--- config.mk ---
export PLATFORM = sky130hd
export DESIGN_NAME = row_request_scheduler
export DESIGN_NICKNAME = d
export VERILOG_FILES = /design/src/rtl/row_sched_pkg.sv /design/src/rtl/credit_counter.sv /design/src/rtl/row_request_scheduler.sv
export SDC_FILE = /design/constraint.sdc
export NUM_CORES = 1
export LEC_CHECK = 0
export ABC_AREA = 0
export CAP_MARGIN = 10
export CORE_MARGIN = 5
export CORE_UTILIZATION = 53
export CTS_BUF_LIST = sky130_fd_sc_hd__clkbuf_4
export DETAILED_ROUTE_END_ITERATION = 8
export PLACE_DENSITY = 0.92
export SYNTH_ARGS = -nofsm -noshare
export SYNTH_HDL_FRONTEND = slang
export SYNTH_SLANG_ARGS = --single-unit
--- constraint.sdc ---
create_clock -name clk -period 5 [get_ports clk]
set_input_delay 1.5 -clock clk [delete_from_list [all_inputs] [get_ports clk]]
set_output_delay 1.5 -clock clk [all_outputs]
set_load 0.05 [all_outputs]
--- src/rtl/row_sched_pkg.sv ---
// rtl/row_sched_pkg.sv - shared types, constants and helpers for the row request scheduler
//
// Purpose: state encoding, default row stride and the credit-window clamp used by
//          row_request_scheduler and its credit_counter.
// Ports:   none (package).

package row_sched_pkg;

    typedef enum logic [1:0] {
        ST_IDLE        = 2'd0,
        ST_WAIT_CREDIT = 2'd1,
        ST_OFFER       = 2'd2
    } state_t;

    localparam int unsigned ROW_BYTES_DEFAULT = 2048;

    // A window of 0 would deadlock the scheduler, so it behaves as 1; anything
    // above the hardware ceiling is limited to the ceiling.
    function automatic int unsigned clamp_window(
        input int unsigned window,
        input int unsigned max_outstanding
    );
        int unsigned result;
        if (window == 0) begin
            result = 1;
        end else if (window > max_outstanding) begin
            result = max_outstanding;
        end else begin
            result = window;
        end
        return result;
    endfunction

endpackage

--- src/rtl/credit_counter.sv ---
// rtl/credit_counter.sv - rows-in-flight counter with window compare and underflow flag
//
// Purpose: counts requests issued but not yet completed, compares against the
//          credit window, and flags completions that arrive with nothing in flight.
// Ports:
//   clk, reset            - clock, synchronous active-high reset
//   i_inc                 - request handshake this cycle
//   i_dec                 - completion pulse this cycle
//   i_window              - active credit window (already clamped)
//   o_count               - registered rows in flight
//   o_has_credit          - o_count < i_window
//   o_has_credit_after    - count after this cycle's events is still < i_window
//   o_underflow_err       - registered one-cycle pulse on completion at zero

module credit_counter #(
    parameter int unsigned CW = 7
) (
    input  logic          clk,
    input  logic          reset,
    input  logic          i_inc,
    input  logic          i_dec,
    input  logic [CW-1:0] i_window,
    output logic [CW-1:0] o_count,
    output logic          o_has_credit,
    output logic          o_has_credit_after,
    output logic          o_underflow_err
);

    logic [CW-1:0] r_count;
    logic          r_underflow_err;
    logic [CW-1:0] w_count_next;
    logic          w_underflow;

    always_comb begin
        w_count_next = r_count;
        w_underflow  = 1'b0;
        if (i_inc && !i_dec) begin
            w_count_next = r_count + {{(CW-1){1'b0}}, 1'b1};
        end else if (i_dec && !i_inc) begin
            // Saturate at zero rather than wrapping to the top of the range.
            if (r_count == '0) begin
                w_underflow = 1'b1;
            end else begin
                w_count_next = r_count - {{(CW-1){1'b0}}, 1'b1};
            end
        end
    end

    always_ff @(posedge clk) begin
        if (reset) begin
            r_count         <= '0;
            r_underflow_err <= 1'b0;
        end else begin
            r_count         <= w_count_next;
            r_underflow_err <= w_underflow;
        end
    end

    assign o_count            = r_count;
    assign o_has_credit       = (r_count < i_window);
    assign o_has_credit_after = (w_count_next < i_window);
    assign o_underflow_err    = r_underflow_err;

endmodule

--- src/rtl/row_request_scheduler.sv ---
// rtl/row_request_scheduler.sv - issues row-fetch requests within a credit window
//
// Purpose: walks a dataset of rows, emitting one byte address per row on the
//          request stream while keeping rows in flight below the credit window
//          and honouring a minimum idle gap between non-back-to-back requests.
// Ports:
//   clk, reset                      - clock, synchronous active-high reset
//   start, abort                    - dataset begin / early end pulses
//   cfg_base_addr, cfg_row_count,
//   cfg_window, cfg_gap             - dataset configuration, sampled on start
//   row_complete                    - consumer pulse per finished row
//   row_requestor_idle              - high when no dataset is being issued
//   rows_requested                  - requests accepted in this dataset
//   outstanding                     - rows requested but not yet completed
//   start_rejected, credit_error    - one-cycle status pulses
//   AXIS_REQ_TDATA/TVALID/TREADY    - row request stream

module row_request_scheduler
    import row_sched_pkg::*;
#(
    parameter int unsigned ROW_BYTES       = ROW_BYTES_DEFAULT,
    parameter int unsigned MAX_OUTSTANDING = 64,
    parameter int unsigned CW              = $clog2(MAX_OUTSTANDING + 1)
) (
    input  logic          clk,
    input  logic          reset,
    input  logic          start,
    input  logic          abort,
    input  logic [63:0]   cfg_base_addr,
    input  logic [63:0]   cfg_row_count,
    input  logic [CW-1:0] cfg_window,
    input  logic [15:0]   cfg_gap,
    input  logic          row_complete,
    output logic          row_requestor_idle,
    output logic [63:0]   rows_requested,
    output logic [CW-1:0] outstanding,
    output logic          start_rejected,
    output logic          credit_error,
    output logic [63:0]   AXIS_REQ_TDATA,
    output logic          AXIS_REQ_TVALID,
    input  logic          AXIS_REQ_TREADY
);

    state_t        r_state;
    state_t        w_next_state;

    logic          r_idle;
    logic          r_tvalid;
    logic [63:0]   r_next_addr;
    logic [63:0]   r_rows_requested;
    logic [63:0]   r_row_count;
    logic [CW-1:0] r_window;
    logic [15:0]   r_gap;
    logic [15:0]   r_gap_cnt;
    logic          r_abort_pending;
    logic          r_start_rejected;

    logic          w_hs;
    logic          w_last;
    logic          w_load;
    logic          w_has_credit;
    logic          w_has_credit_after;
    logic [CW-1:0] w_count;
    logic          w_credit_err;

    assign w_hs   = r_tvalid && AXIS_REQ_TREADY;
    assign w_last = ((r_rows_requested + 64'd1) == r_row_count);

    credit_counter #(
        .CW (CW)
    ) u_credit_counter (
        .clk                (clk),
        .reset              (reset),
        .i_inc              (w_hs),
        .i_dec              (row_complete),
        .i_window           (r_window),
        .o_count            (w_count),
        .o_has_credit       (w_has_credit),
        .o_has_credit_after (w_has_credit_after),
        .o_underflow_err    (w_credit_err)
    );

    always_comb begin
        w_next_state = r_state;
        w_load       = 1'b0;
        case (r_state)
            ST_IDLE: begin
                // A zero-row dataset has nothing to issue and is dropped silently.
                if (start && (cfg_row_count != 64'd0)) begin
                    w_next_state = ST_WAIT_CREDIT;
                    w_load       = 1'b1;
                end
            end
            ST_WAIT_CREDIT: begin
                if (abort) begin
                    w_next_state = ST_IDLE;
                end else if ((r_gap_cnt == 16'd0) && w_has_credit) begin
                    w_next_state = ST_OFFER;
                end
            end
            ST_OFFER: begin
                // An offered request is never withdrawn; abort only takes
                // effect once the pending handshake has happened.
                if (w_hs) begin
                    if (w_last || r_abort_pending || abort) begin
                        w_next_state = ST_IDLE;
                    end else if ((r_gap == 16'd0) && w_has_credit_after) begin
                        w_next_state = ST_OFFER;
                    end else begin
                        w_next_state = ST_WAIT_CREDIT;
                    end
                end
            end
            default: begin
                w_next_state = ST_IDLE;
            end
        endcase
    end

    always_ff @(posedge clk) begin
        if (reset) begin
            r_state          <= ST_IDLE;
            r_idle           <= 1'b1;
            r_tvalid         <= 1'b0;
            r_next_addr      <= '0;
            r_rows_requested <= '0;
            r_row_count      <= '0;
            r_window         <= '0;
            r_gap            <= '0;
            r_gap_cnt        <= '0;
            r_abort_pending  <= 1'b0;
            r_start_rejected <= 1'b0;
        end else begin
            r_state          <= w_next_state;
            r_idle           <= (w_next_state == ST_IDLE);
            r_tvalid         <= (w_next_state == ST_OFFER);
            r_start_rejected <= start && (r_state != ST_IDLE);

            if (w_load) begin
                r_next_addr      <= cfg_base_addr;
                r_row_count      <= cfg_row_count;
                r_window         <= CW'(clamp_window(32'(cfg_window), MAX_OUTSTANDING));
                r_gap            <= cfg_gap;
                r_rows_requested <= '0;
            end else if (w_hs) begin
                r_next_addr      <= r_next_addr + 64'(ROW_BYTES);
                r_rows_requested <= r_rows_requested + 64'd1;
            end

            // The first request of a dataset is not delayed by the gap; the
            // gap only spaces requests that fall back to WAIT_CREDIT.
            if (w_load) begin
                r_gap_cnt <= '0;
            end else if (w_hs && (w_next_state == ST_WAIT_CREDIT)) begin
                r_gap_cnt <= r_gap;
            end else if ((r_state == ST_WAIT_CREDIT) && (r_gap_cnt != 16'd0)) begin
                r_gap_cnt <= r_gap_cnt - 16'd1;
            end

            if (w_load || (w_next_state == ST_IDLE)) begin
                r_abort_pending <= 1'b0;
            end else if ((r_state == ST_OFFER) && abort) begin
                r_abort_pending <= 1'b1;
            end
        end
    end

    assign row_requestor_idle = r_idle;
    assign rows_requested     = r_rows_requested;
    assign outstanding        = w_count;
    assign start_rejected     = r_start_rejected;
    assign credit_error       = w_credit_err;
    assign AXIS_REQ_TDATA     = r_next_addr;
    assign AXIS_REQ_TVALID    = r_tvalid;

endmodule

After elaboration in Yosys (flattened, before gate mapping)

Cells that the tools add are included.

Order comparisons: 3
Bitwise logic cells: 1
Eq/ne operators: 5
Add/subtract/negate cells: 5
Multiplexer cells: 19
Reductions and logical operators: 29

Operators by type and width:

| operator                                            | number |
|---|---|
| two-way mux 64 bit                                  | 2 |
| adder 64 x 1 -> 64 bit (second input constant)      | 1 |
| adder 64 x 12 -> 64 bit (second input constant)     | 1 |
| == test 64 bit                                      | 1 |
| nonzero test 64 bit                                 | 1 |
| two-way mux 7 bit                                   | 5 |
| logical NOT 16 bit                                  | 2 |
| two-way mux 16 bit                                  | 2 |
| nonzero test 16 bit                                 | 1 |
| subtractor 16 x 1 -> 16 bit (second input constant) | 1 |
| logical NOT 7 bit                                   | 2 |
| less-than comparator 7 bit                          | 2 |
| two-way mux 2 bit                                   | 6 |
| logical AND 1 bit                                   | 10 |
| adder 7 x 1 -> 7 bit (second input constant)        | 1 |
| > comparator 7 bit (second input constant)          | 1 |
| subtractor 7 x 1 -> 7 bit (second input constant)   | 1 |
| case mux 2 bit (3 select lines)                     | 1 |
| nonzero test 2 bit                                  | 3 |
| == test 2 x 1 -> 1 bit (second input constant)      | 2 |
| == test 2 bit (second input constant)               | 2 |
| logical NOT 2 bit                                   | 2 |
| OR reduction 2 bit                                  | 2 |
| logical OR 1 bit                                    | 3 |
| other kinds (4)                                     | 7 |

Register bits after elaboration: 245

Logic depth before layout (Yosys ltp)

Depth in word-level cells: 14
Mapped depth: 16
Mapped depth without buffers: 15

By module

Synthesis repeated with hierarchy kept, for this count alone.

Cells, all modules: 1744
Area total of the unflattened synthesis: 13566.8 um^2

Modules (own cells, without submodules):

| module                | seq. area each (um^2) | instances | cells an instance | area each (um^2) |
|---|---|---|---|---|
| row_request_scheduler | 4744.6                | 1         | 1629              | 12670.9 |
| credit_counter        | 160.2                 | 1         | 115               | 895.9 |

Worst setup path after synthesis

OpenSTA, ideal clock, no wires.

Kind: input to register
Start: in AXIS_REQ_TREADY
End: reg r_gap_cnt[6]
Path slack: 681 ps
Setup time: 122 ps
Cell stages on the path: 16
Arrival time: 4197 ps
Data required time: 4878 ps
Cells stage by stage: nand2_1 > nand2_1 > nor4b_1 > nor3b_1 > a31oi_1 > xnor2_1 > and2_1 > ha_1 > a211oi_1 > nand3_1 > a211oi_1 > nand2_1 > nand4_1 > o21ai_4 > buf_6 > mux2i_1

Cells in the longest elaborated chain, start to end: 14
Elaborated cells between the ends (all ways): 16
Those cells by class: 1 x order compare; 1 x eq/ne; 7 x mux; 7 x reduce/logical

Ends and longest elaborated chain:

| what                                                     | RTL line                     | text |
|---|---|---|
| start: declaration                                       | row_request_scheduler.sv:41  | `input logic AXIS_REQ_TREADY` |
| logical AND 1 bit (*)                                    | row_request_scheduler.sv:66  | `assign w_hs = r_tvalid && AXIS_REQ_TREADY;` |
| logical NOT 1 bit                                        | credit_counter.sv:39         | `end else if (i_dec && !i_inc) begin` |
| logical AND 1 bit                                        | credit_counter.sv:39         |  |
| two-way mux 7 bit                                        | credit_counter.sv:39         |  |
| two-way mux 7 bit (*)                                    | credit_counter.sv:37         | `if (i_inc && !i_dec) begin` |
| via u_credit_counter.w_count_next[6]                     | credit_counter.sv:31         | `logic [CW-1:0] w_count_next;` |
| less-than comparator 7 bit (*)                           | credit_counter.sv:61         | `assign o_has_credit_after = (w_count_next < i_window);` |
| logical AND 1 bit (*)                                    | row_request_scheduler.sv:107 | `end else if ((r_gap == 16'd0) && w_has_credit_after) begin` |
| two-way mux 2 bit (*)                                    | row_request_scheduler.sv:107 |  |
| two-way mux 2 bit (*)                                    | row_request_scheduler.sv:105 | `if (w_last \|\| r_abort_pending \|\| abort) begin` |
| two-way mux 2 bit (*)                                    | row_request_scheduler.sv:104 | `if (w_hs) begin` |
| case mux 2 bit (3 select lines) (*)                      | row_request_scheduler.sv:86  | `case (r_state)` |
| == test 2 x 1 -> 1 bit (*)                               | row_request_scheduler.sv:154 | `end else if (w_hs && (w_next_state == ST_WAIT_CREDIT)) begin` |
| logical AND 1 bit (*)                                    | row_request_scheduler.sv:154 |  |
| two-way mux 16 bit or nonzero test 2 bit (tied branches) | --                           |  |
| end signal: assignment                                   | row_request_scheduler.sv:155 | `r_gap_cnt <= r_gap;` |
| end signal: assignment                                   | row_request_scheduler.sv:157 | `r_gap_cnt <= r_gap_cnt - 16'd1;` |
| end: declaration                                         | row_request_scheduler.sv:54  | `logic [15:0] r_gap_cnt;` |

The timed path passes the listed nets; every way through them passes the cells marked *.
A chain may end at the register's enable or synchronous reset.

Final worst setup path

Start: in AXIS_REQ_TREADY
End: reg r_gap_cnt[4]

Same word-level chain as after synthesis.

==> results.md <==
* Slew Viols, Final at 0
* Leak Pwr at 0.00618 µW
* Post-Syn Instances at 1,758
* Vias at 14,600
* CTS Root Cell: clkbuf_4
* Crit path kind: in2reg
* Crit path capture: r_gap_cnt[4]
* Clock Power Share at 0.263
* Post-CTS setup buffer count at 0
* Area leader, netlist: dfxtp_1
* Post-synth EDFFs at 0
* RR Startpoint: rows_requested[13]
* CP Capture Type: register
* Core Rows at 58
* R2R depth at 12
* # hold bufs at CTS at 0
* Seq pwr share at 0.365
* Critical Path AT at 4.95 ns
* Initial antenna violation count at 3
* Hold slack at 0.456 ns
* Outcome: finished clean
* Top FF cell, synth: dfxtp_1
* Die area at 0.0290 mm²
* CTS tree: done
* GP Congestion at 1.02
* Final net count at 2,240
* CTS max path bufs at 3
* Global route overflow at 0
* DPL Wire Length at 37,100 µm
* Clk Latency, worst-skew pair at 0.71 ns
* Synth warn at 0
* Vias in the first global route at 14,400
* Routed vias/inst at 5.98
* CP startpoint: AXIS_REQ_TREADY
* Initial Util at 0.538
* Max_cap viols at 0
* Die Y at 170 µm
* Synth area leaders: dfxtp_1 36%, nand2_1 8.9%, xnor2_1 7.8%
* Setup Skew at 0.0655 ns
* Asr flop ratio synth at 0
* Reg2Reg Setup Slack at 0.81 ns
* DRC at 0
* Syn nets at 1,933
* Pwr/cell area at 387 mW/mm²
* DRT iter0 DRCs at 1,161
* Mapped Avg Cell Area at 7.73 µm²
* H-Tree Depth at 3
* Hold crit path type: reg2reg
* CTS sink count at 245
* Max IR drop VDD at 363 µV
* Ports at 296
* Sequential fraction of the synthesis area at 0.361
* Critical Path RT at 5.57 ns
* Count of cell types in the netlist at 67
* Post-synth top area share at 0.361
* Most common cell after layout, fill and taps aside: nand2_1
* Tcrit/Tclk final at 0.876
* Routed wire length at 49,500 µm
* Layout cells sized above 1 at 0.0811
* Final setup viols at 0
* First-pass GRT wire length at 77,200 µm
* Most frequent cells in the layout: 323 x nand2_1, 294 x clkdlybuf4s50_1, 245 x dfxtp_1
* Synth Cell Area at 0.0136 mm²
* Slew margin rel. at 0.378
* ANT nets after route at 0
* Max Fclk at 0.228 GHz
* Clk slew on worst S/H paths at 0.06 ns
* Pint at 4190 µW
* Sw frac at 0.394
* Crit-path max FO at 16
* Net switching power at 2720 µW
* Resize count post-CTS at 0
* Core ar. at 0.0253 mm²
* Tot GR Track Use at 0.332
* WL/cell at 20.3 µm
* Area overhead of the layout relative to synthesis at 31.5%
* Largest net degree at the start of global routing at 95
* RSZ-0062 raised after global routing: no
* Min cycle time layout at 4.38 ns
* Die width at 170 µm
* Worst slew pin tran at 0.924 ns
* CTS buffer count at 68
* Fin. Hold Viols at 0
* Critical path startpoint category: input pin
* Critical register-to-register path endpoint: r_gap_cnt[4]
* Yosys reg bits at 245
* Initial DRT Pass Iterations at 6
* Setup_tns at 0 ns
* IO Port Bufs at 295
* Combinational share of power at 0.372
==> routing by layer <==
metal / vias to the layer above / wire length [µm] / track usage
li1: 6810 / - / -
met1: 6896 / 19000 / 0.396
met2: 731 / 23500 / 0.559
met3: 151 / 4630 / 0.0827
met4: 4 / 2320 / 0.157
met5: - / 27 / 0
==> through the flow <==
step | setup slack [ns] | utilization | std cells | cell area, µm² | total power [µW]
floorplan | 0.681 | - | 1758 | 13600 | 4170
global placement | 0.163 | 0.675 | 2325 | 17000 | 5020
detailed placement | -0.0119 | 0.675 | 2325 | 17000 | 5080
CTS | 0.710 | 0.708 | 2438 | 17900 | 6910
global route | 0.328 | 0.708 | 2439 | 17900 | 7290
finish | 0.620 | 0.708 | 2439 | 17900 | 6910
==> cell families (layout without fill, tap and decap cells) <==
family | Yosys count | count (layout) | share of synthesized area
muxes | 18 | 18 | 0.0133
other | 0 | 1 | 0
and+or+nand+nor | 861 | 861 | 0.309
adders and majority gates | 18 | 18 | 0.0166
DFF | 245 | 245 | 0.361
buffers and inverters | 132 | 482 | 0.0386
AOI/OAI and AO/OA | 276 | 276 | 0.128
xor gates and xnor gates | 208 | 208 | 0.134
==> final cells by class <==
cell class / count / area [µm²]
antenna: 1 / 2.50
clock buffer: 89 / 668
clock inverter: 24 / 160
fill: 1992 / 7380
inverter: 25 / 93.8
multi-input combinational: 1381 / 8180
sequential: 245 / 4900
tap: 330 / 413
timing repair buffer: 344 / 3460
==> state kept, by name, summed over array words and instances, names as in the netlist, 2 cells and up <==
register and flops:
r_window 7, r_gap_cnt 16, r_gap 16, AXIS_REQ_TDATA 64, u_credit_counter.o_count 7, rows_requested 64
r_state 2, r_row_count 64
==> cell usage after synthesis (8+ instances only) <==
| library cell | instances |
|---|---|
| buf_2 | 16 |
| and4_1 | 20 |
| a211oi_1 | 53 |
| a31oi_1 | 9 |
| o21ai_0 | 27 |
| inv_1 | 25 |
| nand3_1 | 56 |
| clkbuf_1 | 80 |
| dfxtp_1 | 245 |
| ha_1 | 18 |
| nand4_1 | 61 |
| nor4_1 | 48 |
| a21oi_1 | 126 |
| and2_1 | 18 |
| a311oi_1 | 10 |
| nand2b_1 | 8 |
| or3_1 | 24 |
| xnor2_1 | 121 |
| nor3_1 | 34 |
| nand2_1 | 324 |
| and3_1 | 24 |
| mux2i_1 | 18 |
| nor2_1 | 185 |
| xor2_1 | 87 |
| or4_1 | 11 |
| nand3b_1 | 10 |
| buf_1 | 9 |
==> worst min-delay path by stage <==
stage	to	cells past startpoint	from	slack [ns]
2_1_floorplan	r_window[1]	2	r_window[1]	0.43
3_3_place_gp	r_window[2]	2	r_window[2]	0.44
3_5_place_dp	r_window[2]	2	r_window[2]	0.45
4_1_cts	r_window[2]	2	r_window[2]	0.45
5_1_grt	r_window[2]	2	r_window[2]	0.47
6_report	r_window[2]	2	r_window[2]	0.46
==> worst max-delay path, cell delays in order <==
cell and delay (ns):
clkdlybuf4s50_1 0.45, nand2_1 0.15, nand2_1 0.09, nor4b_1 0.38
nor3b_1 0.23, a31oi_1 0.08, xnor2_1 0.17, and2_1 0.17
ha_1 0.32, a211oi_1 0.27, nand3_1 0.13, a211oi_1 0.33
nand2_1 0.12, nand4_1 0.17, o21ai_4 0.09, buf_12 0.16
mux2i_1 0.13
==> power groups by stage <==
stage,logic [µW],clock network [µW],registers [µW]
2_1_floorplan,1210,0,2950
3_3_place_gp,2480,0,2540
3_5_place_dp,2540,0,2550
4_1_cts,2560,1840,2510
5_1_grt,2770,1960,2550
6_report,2570,1820,2520
Power figures use the tool's default switching activity.
